$ cat config.mk
export PLATFORM = sky130hd
export DESIGN_NAME = video_palctl
export DESIGN_NICKNAME = d
export VERILOG_FILES = /design/src/rtl/video_pal_defs.sv /design/src/rtl/video_palctl_fifo.sv /design/src/rtl/video_palctl.sv
export SDC_FILE = /design/constraint.sdc
export NUM_CORES = 1
export LEC_CHECK = 0
export ABC_CLOCK_PERIOD_IN_PS = 2160
export CORE_UTILIZATION = 51
export CTS_CLUSTER_SIZE = 10
export DETAILED_ROUTE_END_ITERATION = 10
export GPL_TIMING_DRIVEN = 0
export PLACE_DENSITY = 0.77
export RECOVER_POWER = 50
export SKIP_LAST_GASP = 1
export SYNTH_ARGS = -nofsm -noshare
export SYNTH_HDL_FRONTEND = slang
export SYNTH_SLANG_ARGS = --single-unit
$ cat constraint.sdc
create_clock -name clk -period 2.16 [get_ports clk]
set_input_delay 0.324 -clock clk [delete_from_list [all_inputs] [get_ports clk]]
set_output_delay 0.324 -clock clk [all_outputs]
set_load 0.02 [all_outputs]
$ cat src/rtl/video_pal_defs.sv
// Shared definitions for the video palette write controller.
//   PAL_W / IDX_W / ENTRY_W : palette colour width, index width, queued entry width.
//   pal_state_e             : controller states INIT / IDLE / DRAIN.
//   default_colour()        : colour loaded into entry i by the default-palette sequencer.
package video_pal_defs;

    localparam int PAL_W   = 6;
    localparam int IDX_W   = 4;
    localparam int ENTRY_W = IDX_W + PAL_W;

    typedef enum logic [1:0] {
        INIT  = 2'd0,
        IDLE  = 2'd1,
        DRAIN = 2'd2
    } pal_state_e;

    // Index bits: [0]=B, [1]=R, [2]=G, [3]=bright. Colour layout is {g1,g0,r1,r0,b1,b0}.
    // A lit component is full scale when bright, two-thirds otherwise.
    function automatic logic [PAL_W-1:0] default_colour(input logic [IDX_W-1:0] i);
        logic [1:0] lit;
        lit = i[3] ? 2'b11 : 2'b10;
        return {i[2] ? lit : 2'b00, i[1] ? lit : 2'b00, i[0] ? lit : 2'b00};
    endfunction

endpackage

$ cat src/rtl/video_palctl_fifo.sv
// Synchronous first-word-fall-through queue for pending CPU palette writes.
//   clk_i, rst_i  : clock, asynchronous active-high reset
//   push_i/data_i : write an entry (ignored when full)
//   pop_i/data_o  : data_o always shows the oldest entry; pop_i retires it (ignored when empty)
//   flush_i       : discard all entries; wins over push and pop in the same cycle
//   full_o/empty_o: occupancy flags from the current (registered) level
//   level_next_o  : occupancy after this cycle's push/pop/flush, for registered status flags
module video_palctl_fifo
    import video_pal_defs::*;
#(
    parameter int DEPTH = 4,
    parameter int WIDTH = ENTRY_W,
    localparam int PTR_W = (DEPTH > 1) ? $clog2(DEPTH) : 1,
    localparam int LVL_W = $clog2(DEPTH) + 1
) (
    input  logic             clk_i,
    input  logic             rst_i,
    input  logic             push_i,
    input  logic [WIDTH-1:0] data_i,
    input  logic             pop_i,
    input  logic             flush_i,
    output logic [WIDTH-1:0] data_o,
    output logic             full_o,
    output logic             empty_o,
    output logic [LVL_W-1:0] level_next_o
);

    logic [WIDTH-1:0] mem_q [DEPTH];
    logic [PTR_W-1:0] wr_ptr_q, rd_ptr_q;
    logic [LVL_W-1:0] level_q, level_d;
    logic             do_push, do_pop;

    assign full_o  = (level_q == LVL_W'(DEPTH));
    assign empty_o = (level_q == '0);
    assign do_push = push_i && !full_o && !flush_i;
    assign do_pop  = pop_i && !empty_o && !flush_i;
    assign data_o  = mem_q[rd_ptr_q];
    assign level_next_o = level_d;

    always_comb begin
        level_d = level_q;
        if (flush_i) begin
            level_d = '0;
        end else if (do_push && !do_pop) begin
            level_d = level_q + LVL_W'(1);
        end else if (do_pop && !do_push) begin
            level_d = level_q - LVL_W'(1);
        end
    end

    // DEPTH is a power of two, so the pointers wrap naturally.
    always_ff @(posedge clk_i or posedge rst_i) begin
        if (rst_i) begin
            wr_ptr_q <= '0;
            rd_ptr_q <= '0;
            level_q  <= '0;
        end else begin
            level_q <= level_d;
            if (flush_i) begin
                wr_ptr_q <= '0;
                rd_ptr_q <= '0;
            end else begin
                if (do_push) wr_ptr_q <= wr_ptr_q + PTR_W'(1);
                if (do_pop)  rd_ptr_q <= rd_ptr_q + PTR_W'(1);
            end
        end
    end

    always_ff @(posedge clk_i) begin
        if (do_push) mem_q[wr_ptr_q] <= data_i;
    end

endmodule

$ cat src/rtl/video_palctl.sv
// Palette write controller: queues CPU palette writes and commits them to the
// palette RAM write port only while blanking (or immediately when BLANK_ONLY=0),
// and loads the default palette after reset or on init_req.
//   clk, rst              : 28 MHz video clock, asynchronous active-high reset
//   hblank, vblank        : blanking inputs that open the commit window
//   cpu_wr/cpu_idx/cpu_data, cpu_ready : CPU write request and queue-accept flag
//   init_req              : reload the default palette (flushes queued writes)
//   pal_wr/pal_idx/pal_data : palette write port; idx/data hold when pal_wr=0
//   busy                  : default load running or writes still queued
//
// state | meaning
// INIT  | writing default colours to entries 0..15, one per cycle
// IDLE  | queue empty or commit window closed, no write this cycle
// DRAIN | committing queued writes, one per cycle while the window is open
module video_palctl
    import video_pal_defs::*;
#(
    parameter int FIFO_DEPTH = 4,
    parameter bit BLANK_ONLY = 1'b1
) (
    input  logic             clk,
    input  logic             rst,
    input  logic             hblank,
    input  logic             vblank,
    input  logic             cpu_wr,
    input  logic [IDX_W-1:0] cpu_idx,
    input  logic [PAL_W-1:0] cpu_data,
    output logic             cpu_ready,
    input  logic             init_req,
    output logic             pal_wr,
    output logic [IDX_W-1:0] pal_idx,
    output logic [PAL_W-1:0] pal_data,
    output logic             busy
);

    localparam int LVL_W = $clog2(FIFO_DEPTH) + 1;

    pal_state_e       state_q, state_d;
    logic [IDX_W-1:0] cnt_q, cnt_d;
    logic             pal_wr_q, pal_wr_d;
    logic [IDX_W-1:0] pal_idx_q, pal_idx_d;
    logic [PAL_W-1:0] pal_data_q, pal_data_d;
    logic             busy_q, busy_d;
    logic             ready_q, ready_d;

    logic               commit, push, pop;
    logic [ENTRY_W-1:0] fifo_rd;
    logic               fifo_full, fifo_empty;
    logic [LVL_W-1:0]   level_next;

    assign commit = BLANK_ONLY ? (hblank | vblank) : 1'b1;
    // ready_q already encodes !full && state!=INIT for this cycle, so full is
    // judged before any pop happening alongside the push.
    assign push   = cpu_wr && ready_q && !init_req;
    assign pop    = !init_req && (state_q != INIT) && !fifo_empty && commit;

    video_palctl_fifo #(
        .DEPTH (FIFO_DEPTH),
        .WIDTH (ENTRY_W)
    ) u_fifo (
        .clk_i        (clk),
        .rst_i        (rst),
        .push_i       (push),
        .data_i       ({cpu_idx, cpu_data}),
        .pop_i        (pop),
        .flush_i      (init_req),
        .data_o       (fifo_rd),
        .full_o       (fifo_full),
        .empty_o      (fifo_empty),
        .level_next_o (level_next)
    );

    always_comb begin
        state_d    = state_q;
        cnt_d      = cnt_q;
        pal_wr_d   = 1'b0;
        pal_idx_d  = pal_idx_q;
        pal_data_d = pal_data_q;

        if (init_req) begin
            state_d = INIT;
            cnt_d   = '0;
        end else begin
            case (state_q)
                INIT: begin
                    pal_wr_d   = 1'b1;
                    pal_idx_d  = cnt_q;
                    pal_data_d = default_colour(cnt_q);
                    cnt_d      = cnt_q + IDX_W'(1);
                    if (cnt_q == IDX_W'(15)) state_d = IDLE;
                end
                IDLE, DRAIN: begin
                    if (pop) begin
                        pal_wr_d   = 1'b1;
                        pal_idx_d  = fifo_rd[ENTRY_W-1:PAL_W];
                        pal_data_d = fifo_rd[PAL_W-1:0];
                        state_d    = (level_next != '0) ? DRAIN : IDLE;
                    end else begin
                        state_d = IDLE;
                    end
                end
                default: begin
                    state_d = INIT;
                    cnt_d   = '0;
                end
            endcase
        end

        // Status flags describe the cycle after this edge, so derive them
        // from next-state values to keep them registered yet current.
        busy_d  = (state_d == INIT) || (level_next != '0);
        ready_d = (state_d != INIT) && (level_next != LVL_W'(FIFO_DEPTH));
    end

    always_ff @(posedge clk or posedge rst) begin
        if (rst) begin
            state_q    <= INIT;
            cnt_q      <= '0;
            pal_wr_q   <= 1'b0;
            pal_idx_q  <= '0;
            pal_data_q <= '0;
            busy_q     <= 1'b1;
            ready_q    <= 1'b0;
        end else begin
            state_q    <= state_d;
            cnt_q      <= cnt_d;
            pal_wr_q   <= pal_wr_d;
            pal_idx_q  <= pal_idx_d;
            pal_data_q <= pal_data_d;
            busy_q     <= busy_d;
            ready_q    <= ready_d;
        end
    end

    assign pal_wr    = pal_wr_q;
    assign pal_idx   = pal_idx_q;
    assign pal_data  = pal_data_q;
    assign busy      = busy_q;
    assign cpu_ready = ready_q;

    // fifo_full is implied by ready_q; kept visible for debug probing.
    logic unused_full;
    assign unused_full = fifo_full;

endmodule

# After elaboration in Yosys (flattened, before gate mapping)
# Memory sizes are Yosys's and may differ from the RTL's.
# Index checks and enable logic that the tools add are counted.
[totals] mem_count=1 ff_bits=26 inputBits=16 ram_bits=40
[memory_table] memory="u_fifo.mem_q" depth=4 width=10 read_ports=1 rd_ports_with_merged_regs=0 write_ports=1 line="video_palctl_fifo.sv:28" rtl="logic [WIDTH-1:0] mem_q [DEPTH];"
[op_classes] n_mux=27 bitwise_logic=2 eq_ne=7 add_sub_neg=5 n_reduce_logical=29
[op_table] operator="$mux W2" count=11
[op_table] operator="$pmux W4 S2" count=2
[op_table] operator="$logic_and A1 B1 Y1" count=12
[op_table] operator="$pmux W6 S2" count=1
[op_table] operator="$reduce_bool A2 Y1" count=5
[op_table] operator="$mux W3" count=3
[op_table] operator="$mux W4" count=2
[op_table] operator="$mux W6" count=1
[op_table] operator="$logic_not A1 Y1" count=5
[op_table] operator="$mux W1" count=5
[op_table] operator="$add A2 B1 Y2 const B" count=2
[op_table] operator="$add A4 B1 Y4 const B" count=1
[op_table] operator="$eq A4 B4 Y1 const B" count=1
[op_table] operator="$logic_not A2 Y1" count=2
[op_table] operator="$pmux W2 S2" count=1
[op_table] operator="$add A3 B1 Y3 const B" count=1
[op_table] operator="$eq A3 B3 Y1 const B" count=1
[op_table] operator="$logic_not A3 Y1" count=1
[op_table] operator="$ne A3 B3 Y1 const B" count=1
[op_table] operator="$reduce_and A3 Y1" count=1
[op_table] operator="$reduce_bool A3 Y1" count=1
[op_table] operator="$sub A3 B1 Y3 const B" count=1
[op_table] operator="$eq A2 B1 Y1 const B" count=1
[op_table] operator="$eq A2 B2 Y1 const B" count=1
[op_table] operator="7 further kinds" count=7

# Depth between registers and ports, before layout
# Gate-level depths: netlist (run 1).
[depth] depth_word=17 ltp_mapped=8 mapped_depth_nobuf=7

# Cells and area by module
# A second synthesis (run 1) with hierarchy kept.
[unflattened] cells_unflattened=210 area_unflattened_um2=3015.4
[modules_own_cells] module="video_palctl_fifo" seq_area_each_um2=1376.3 area_per_inst_um2=1965.6 cells_per_inst=105 instances=1
[modules_own_cells] module="video_palctl" seq_area_each_um2=476.7 area_per_inst_um2=1049.8 cells_per_inst=105 instances=1

# Worst setup path after synthesis (run 1)
# No wires, ideal clock.
[synth_timing] path_kind="register to register" start="register u_fifo.level_q[0]" end="memory u_fifo.mem_q[2][0] (netlist name) (enable)" slack_ns=-0.137 path_stages_with_launch=6 required_ns=1.768 path_buffers=0 setup_ns=0.392 arrival_time_ns=1.905 cell_sequence="dfrtp_1 inv_1 ha_1 nand2_1 nand2_1 nor3b_1"
[synth_via] elab_chain_len=6
[synth_lines] element="start: declaration" line="video_palctl_fifo.sv:30" rtl="logic [LVL_W-1:0] level_q, level_d;"
[synth_lines] element="start signal: assignment" line="video_palctl_fifo.sv:58" rtl="level_q <= level_d;"
[synth_lines] element="$eq A3 B3 Y1" line="video_palctl_fifo.sv:33" rtl="assign full_o = (level_q == LVL_W'(DEPTH));"
[synth_lines] element="$logic_not A1 Y1" line="video_palctl_fifo.sv:35" rtl="assign do_push = push_i && !full_o && !flush_i;"
[synth_lines] element="$logic_and A1 B1 Y1 (2 in series)" line="video_palctl_fifo.sv:35"
[synth_lines] element="$mux W1" line="video_palctl_fifo.sv:70" rtl="if (do_push) mem_q[wr_ptr_q] <= data_i;"
[synth_lines] element="$mux W1 (implied by the code)" line="video_palctl_fifo.sv:70"
[synth_lines] element="end: declaration" line="video_palctl_fifo.sv:28"
# No other way between the ends.

# Worst setup path after layout (run 1)
[layout_timing] start="register u_fifo.level_q[1]" end="register ready_q, in the netlist cpu_ready"
[layout_via] elab_chain_len=17 elab_cells_between_ends=27 cone_classes="2 x add/sub; 2 x eq/ne; 7 x mux; 16 x reduce/logical"
[layout_lines] element="$logic_not A3 Y1" line="video_palctl_fifo.sv:34" rtl="assign empty_o = (level_q == '0);"
[layout_lines] element="$logic_not A1 Y1" line="video_palctl_fifo.sv:36, video_palctl.sv:55"
[layout_lines] element="$logic_and A1 B1 Y1 (2 in series)" line="video_palctl.sv:55" rtl="assign pop = !init_req && (state_q != INIT) && !fifo_empty && commit;"
[layout_lines] element="$logic_and A1 B1 Y1 (2 in series)" line="video_palctl_fifo.sv:36" rtl="assign do_pop = pop_i && !empty_o && !flush_i;"
[layout_lines] element="$logic_and A1 B1 Y1 / $logic_not A1 Y1 (equally long branches)" line="video_palctl_fifo.sv:46, video_palctl_fifo.sv:44"
[layout_lines] element="$mux W3 / $logic_and A1 B1 Y1 (equally long branches)" line="video_palctl_fifo.sv:46, video_palctl_fifo.sv:44"
[layout_lines] element="$mux W3" line="video_palctl_fifo.sv:44" rtl="end else if (do_push && !do_pop) begin"
[layout_lines] element="$mux W3" line="video_palctl_fifo.sv:42" rtl="if (flush_i) begin"
[layout_lines] element="$reduce_bool A3 Y1" line="video_palctl.sv:97" rtl="state_d = (level_next != '0) ? DRAIN : IDLE;"
[layout_lines] element="$mux W2" line="video_palctl.sv:97"
[layout_lines] element="$mux W2" line="video_palctl.sv:93" rtl="if (pop) begin"
[layout_lines] element="$pmux W2 S2" line="video_palctl.sv:84" rtl="case (state_q)"
[layout_lines] element="$mux W2" line="video_palctl.sv:80" rtl="if (init_req) begin"
[layout_lines] element="$reduce_bool A2 Y1" line="video_palctl.sv:112" rtl="ready_d = (state_d != INIT) && (level_next != LVL_W'(FIFO_DEPTH));"
[layout_lines] element="$logic_and A1 B1 Y1 *" line="video_palctl.sv:112"
[layout_lines] element="via ready_d" line="video_palctl.sv:44" rtl="logic ready_q, ready_d;"
[layout_lines] element="end signal: assignment" line="video_palctl.sv:131" rtl="ready_q <= ready_d;"
[layout_lines] element="end: declaration" line="video_palctl.sv:44"
# Mark *: on every way through the listed nets, which the timed path passes. The rest lies on a longest branch.
# A chain may end at the register's enable or synchronous reset.

==> results of run 1 <==
## metrics by stage
stage | util (%) | TNS [ns] | cell area, sq um
finish | 67.0 | 0 | 3740
global route | 67.0 | -0.101 | 3740
CTS | 66.5 | 0 | 3710
detailed placement | 60.5 | -16.87 | 3370
global placement | 60.2 | -34.75 | 3350
floorplan | - | -5.49 | 2980
## flip-flops by register name, indices dropped and copies added (netlist names), 2 cells and up
name and cells:
pal_idx 4, u_fifo.mem_q 40, state_q 2, u_fifo.rd_ptr_q 2, u_fifo.level_q 3, cnt_q 4, u_fifo.wr_ptr_q 2, pal_data 6
## synthesized netlist by cell type
cell / number / share of area (%)
mux2_4: 1 / 0.50
a21oi_1: 25 / 4.2
inv_2: 1 / 0.13
buf_2: 3 / 0.50
o21ai_0: 4 / 0.67
nor4_1: 1 / 0.21
nand2_1: 11 / 1.4
and2_2: 1 / 0.25
clkbuf_1: 5 / 0.63
maj3_1: 2 / 0.67
a2111oi_0: 1 / 0.29
buf_6: 1 / 0.38
or2_2: 1 / 0.21
nor3_1: 4 / 0.67
inv_1: 8 / 1.0
o211ai_2: 1 / 0.42
nand4_1: 3 / 0.63
o21a_1: 1 / 0.25
xnor2_1: 5 / 1.5
dfstp_2: 1 / 0.88
a211oi_1: 1 / 0.25
xor2_1: 1 / 0.29
buf_1: 1 / 0.13
o211ai_1: 2 / 0.50
nand3_1: 4 / 0.67
nor3b_1: 5 / 1.3
and3_1: 1 / 0.21
mux2i_1: 4 / 1.3
edfxtp_1: 40 / 40
and2_1: 2 / 0.42
a31oi_1: 1 / 0.21
nor2b_1: 7 / 1.5
a2111oi_4: 1 / 0.92
a22oi_1: 3 / 0.76
dfrtp_1: 25 / 21
mux4_2: 10 / 7.6
ha_1: 10 / 4.2
nand3b_1: 1 / 0.25
nor2_1: 23 / 2.9
## power by group through the flow
stage	Sequential, mW	Clock [mW]	Combinational [mW]
floorplan	1.62	0	0.332
global placement	1.54	0	0.649
detailed placement	1.55	0	0.665
CTS	1.52	1.11	0.687
global route	1.53	1.16	0.788
finish	1.52	1.09	0.715
## cell type report
| class | instances | area (sq um) |
|---|---|---|
| clock buffer | 9 | 124 |
| timing repair buffer | 38 | 393 |
| tap | 72 | 90.1 |
| multi-input combinational | 137 | 1110 |
| clock inverter | 7 | 85.1 |
| buffer | 10 | 51.3 |
| fill | 411 | 1840 |
| sequential | 66 | 1850 |
| inverter | 9 | 33.8 |
## tightest hold or removal path: stages, from the launching register on
cell,delay (ns)
dfrtp_1,0.35
nor2_1,0.05
a21oi_1,0.10
## repair_timing
action | in CTS | in global routing
setup buffers | 8 | 2
pin swaps | 4 | 2
hold endpoints to repair | 0 | 0
setup endpoints to repair | 55 | 55
resized for setup | 5 | 6
## cell families (layout without fill, tap and decap cells)
family	after synthesis	count (layout)	synth area share [%]
flops	66	66	62.2
simple gates	64	64	10.5
compound gates	40	40	8.48
buf+inv	19	73	2.77
mux	15	15	9.40
fa+ha+maj	12	12	4.87
xor+xnor	6	6	1.76
## how the worst max path moves through the flow
stage	start	end	slack [ns]	cells past startpoint
floorplan	u_fifo.level_q[0]	u_fifo.mem_q[2][0]	-0.14	5
global placement	cpu_wr	u_fifo.mem_q[3][3]	-0.88	4
detailed placement	cpu_wr	u_fifo.mem_q[3][7]	-0.43	4
CTS	u_fifo.level_q[1]	cpu_ready	0.02	7
global route	u_fifo.level_q[1]	cpu_ready	-0.07	7
finish	u_fifo.level_q[1]	cpu_ready	0.06	7
## layout by cell type, fill, tap and decap left out, types with 4 or more instances in the layout
cell type        Yosys  final
clkbuf_8             0      9
nand2_1             11     10
clkbuf_1             5      4
nand3_1              4      4
buf_4                0      7
mux4_2              10     10
nor3_1               4      4
clkdlybuf4s50_1      0     12
xnor2_1              5      5
nor2b_1              7      7
dlygate4sd3_1        0     16
a21oi_1             25     25
nor2_1              23     23
o21ai_0              4      4
edfxtp_1            40     40
ha_1                10     10
dfrtp_1             25     25
inv_1                8      8
nor3b_4              0      4
## routing by layer
| layer | routed length, um | GRT usage, % | vias to the layer above |
|---|---|---|---|
| li1 | - | - | 917 |
| met1 | 2710 | 29.7 | 937 |
| met2 | 2980 | 34.3 | 41 |
| met3 | 184 | 4.07 | 11 |
| met4 | 114 | 12.2 | 0 |
| met5 | 0 | 0 | - |
==> flow_summary.ini, run 1 <==
[status]
status = finished, final reports clean

[critical_path]
rr_worst_depth = 7
cp_max_fo = 3
start_kind = flip-flop
critPathBufInv = 2
cp-end-kind = flip-flop
critical_path_arrival_ns = 2.35
regToRegSetupSlack_ns = 0.06
crit_slowest_cell = a2111oi_4
rr_startpoint = u_fifo.level_q[1]
worst-setup-path-type = reg2reg
crit_required_ns = 2.41
path_delay_family = compound AO/OA/AOI/OAI gates
timing.rr.end = cpu_ready
cp_cell_sequence = inv_1, ha_1, a2111oi_4, buf_4, mux2i_1, nand2_1, a2111oi_2
cpPeakStageDelay_ns = 0.47

[pwr]
power_frac_clock_pct = 32.8
p_sw_mw = 1.02
internal_power_mw = 2.30
leakage_nw = 1.41
swShare_pct = 30.6
peakVddDrop_v = 0.000508
power_frac_seq_pct = 45.7
total_power_mw = 3.32
power_frac_comb_pct = 21.5
p_per_area_mw_per_mm2 = 888

[grt]
overflow = 0
grt_util_all_layers_pct = 22.2
antenna_found_initial = 0
first_global_vias = 1984
grt_start_max_net_pins = 27
grt_first_pass_wirelength_um = 9840

[floorplan]
coreArea_sq_mm = 0.00557
fp.dieW_um = 78.4
dieHeight_um = 78.4
start_util_pct = 53.5
ios = 29
num_rows = 27
die-area_sq_mm = 0.00615

[run]
drv_cap = 0

[synth]
seq_area_frac_synth_pct = 62.2
synth.distinct_cells = 39
synth-seq-cells = 66
ys_warn_count = 0
synth.avg_cell_area_sq_um = 13.4
synth_area_sq_mm = 0.00298
synth_cells = 222
syn-num-nets = 248

[sta]
relSlewSlack_pct = 33.3
fmax_ghz = 0.475
maxSlewViolCount = 0
worst_pin_slew_ns = 1.00
clock_skew_ns = 0.0136
period_share_pct = 97.4
rsz0062_at_grt = yes
min_period_ns = 2.10
whs_ns = 0.526
fin_ws_ns = 0.0556
finalSetupViolations = 0
final_hold_viol_count = 0

[cts]
cts.path.max_buffers = 2
cts_root_buffer = clkbuf_8
cts_tree = built
cts-hold-fix-buffers = 0
clk-insertion-delay-late_ns = 0.35
clk_pin_slew_ns = 0.08
cts_buffers = 9
htreeDepth = 3
cts.sinks = 66

[finish]
stdcell_count = 348
drive_above_1_share_pct = 20.7
nNetsFinal = 297
diodes = 0
syn2layout_area_growth_pct = 25.4

[routing]
wirelength_um = 5990
vias_per_cell = 5.48
ant_nets = 0
drc = 0
drt-pass1-iter-count = 4
wire_per_inst_um = 17.2
routed-via-count = 1906
drt_iter0_drc = 160

[place]
place_congestion = 0.847
dp.cells = 322
dp_hpwl_um = 3710
preCtsSetupSlack_ns = -0.427
portBuffers = 28

[min_path]
hold_path_class = reg2reg
hp-start = pal_data[2]
hold_depth = 2
min_to = pal_data[2]
No activity file was read; power rests on OpenSTA's default activity.
==> run 2, diff against run 1 <==
ABC_CLOCK_PERIOD_IN_PS = default   (was 2160)
TNS_END_PERCENT = 5   (was default)
==> run 2 against run 1 <==
  * Critical path type unchanged
  * Die area is the same
  * The run now ends with negative setup slack left
  * Design area up 0.10%
  * Hold slack worse by 0.0081 ns
  * Via count barely moved
  * Total power is 6.7% lower
==> flow_summary.ini, run 2 (synthesis gave the netlist of run 1 again) <==
[critical_path]
start_kind = flip-flop
crit_required_ns = 2.40
critical_path_arrival_ns = 2.43
worst-setup-path-type = reg2reg
cp-end-kind = flip-flop
regToRegSetupSlack_ns = -0.03
cp_max_fo = 4

[sta]
period_share_pct = 101
maxSlewViolCount = 0
clock_skew_ns = 0.0104
min_period_ns = 2.19
fmax_ghz = 0.458
setup_tns_ns = -0.0268
worst_pin_slew_ns = 0.981
whs_ns = 0.518
relSlewSlack_pct = 34.5
fin_ws_ns = -0.0252
finalSetupViolations = 2
rsz0062_at_grt = yes
final_hold_viol_count = 0

[finish]
syn2layout_area_growth_pct = 25.5
fillers = 416
most-common-layout-cells = 40 x edfxtp_1, 25 x a21oi_1, 25 x dfrtp_1
design_area_sq_mm = 0.00374
largest_register_ffs = 40
stdcell_count = 348
regMostFlops = u_fifo.mem_q
diodes = 0
final_common_cell = edfxtp_1
nNetsFinal = 297
drive_above_1_share_pct = 21.4

[routing]
routed-via-count = 1905
ant_nets = 0
drc = 0
drt_iter0_drc = 131
wirelength_um = 5420
drt-pass1-iter-count = 4
wire_per_inst_um = 15.6
vias_per_cell = 5.47

[place]
dp_hpwl_um = 3580
placed_area_sq_mm = 0.00337
portBuffers = 28
dp.cells = 322
place_congestion = 0.816

[grt]
grt_util_all_layers_pct = 19.4
grt_first_pass_wirelength_um = 8600
first_global_vias = 1800
antenna_found_initial = 0
overflow = 0
grt_start_max_net_pins = 27

[pwr]
peakVddDrop_v = 0.000536
p_per_area_mw_per_mm2 = 828
leakage_nw = 1.40

[cts]
cts_buffers = 9
cts_root_buffer = clkbuf_8
htreeDepth = 3
clk-insertion-delay-late_ns = 0.34
cts_tree = built
cts.sinks = 66
clk_pin_slew_ns = 0.08
cts.path.max_buffers = 2

[status]
violations = negative setup slack
status = finished, violations left

[min_path]
hold_path_class = reg2reg

[floorplan]
ios = 29
num_rows = 27
fp.dieW_um = 78.4
coreArea_sq_mm = 0.00557
dieHeight_um = 78.4
die-area_sq_mm = 0.00615
start_util_pct = 53.5

[run]
drv_cap = 0
## run 2: changes by cell type in the layout (fill, tap and decap cells not counted), sizes merged
cell      change
inv           -2
bufinv        -1
clkinvlp      +1
clkinv        +2
## run 2: repair_timing
| item | CTS | global route |
|---|---|---|
| hold buffers | 0 | 0 |
| buffers inserted | 3 | 7 |
| endpoints found under the setup margin | 55 | 58 |
| pin swaps | 2 | 5 |
| resized for setup | 5 | 12 |
## run 2: layout make-up
class / instances / area (sq um) / share of cell area [%]
Buffer: 10 / 51.3 / 1.37
Clock buffer: 9 / 124 / 3.31
Clock inverter: 7 / 43.8 / 1.17
Inverter: 9 / 33.8 / 0.903
Multi-Input combinational cell: 137 / 1140 / 30.5
Sequential cell: 66 / 1850 / 49.5
Tap cell: 72 / 90.1 / 2.41
Timing Repair Buffer: 38 / 405 / 10.8
## run 2: worst paths after layout
kind | from | endpoint | depth (start not counted)
worst min-delay path | pal_data[2] | pal_data[2] | 2
min in group asynchronous | rst | pal_idx[2] | 2
worst max register to register | u_fifo.level_q[0] | busy | 8
worst max-delay path | u_fifo.level_q[0] | busy | 8
worst min register to register | pal_data[2] | pal_data[2] | 2
max in group asynchronous | rst | u_fifo.wr_ptr_q[0] | 2
## run 2: stage by stage
| stage | utilization (%) | total power, mW | setup slack [ns] |
|---|---|---|---|
| detailed placement | 60.5 | 2.20 | -0.387 |
| global placement | 60.1 | 2.19 | -0.838 |
| CTS | 64.6 | 3.10 | -0.172 |
| floorplan | - | 1.95 | -0.137 |
| finish | 67.1 | 3.10 | -0.0252 |
| global route | 67.1 | 3.26 | -0.107 |
## run 2: worst max-delay path, cell delays in order (launching register included)
cell and delay [ns]:
dfrtp_1 0.39, inv_1 0.09, ha_2 0.22, a2111oi_4 0.42, buf_4 0.21, mux2i_4 0.29, buf_4 0.16, xnor2_1 0.18
o211ai_1 0.12
## run 2: per-layer routing
metal | up-vias | wire (um) | share of wire [%] | track usage, %
met1 | 934 | 2450 | 45 | 25.1
met2 | 49 | 2670 | 49 | 29.8
met3 | 6 | 212 | 3.9 | 6.63
met4 | 0 | 81 | 1.5 | 8.52
met5 | - | 0 | 0 | 0
li1 | 916 | - | - | -
## run 2: where the power goes
group	internal [mW]	switching, mW
clock network	0.411	0.470
logic	0.311	0.390
registers	1.44	0.0717
total	2.17	0.931
==> run 3, diff against run 2 <==
GPL_ROUTABILITY_DRIVEN = 0   (was default)
==> results of run 3 <==
Same layout as run 2: the final DEF is identical, and so are final timing and power.
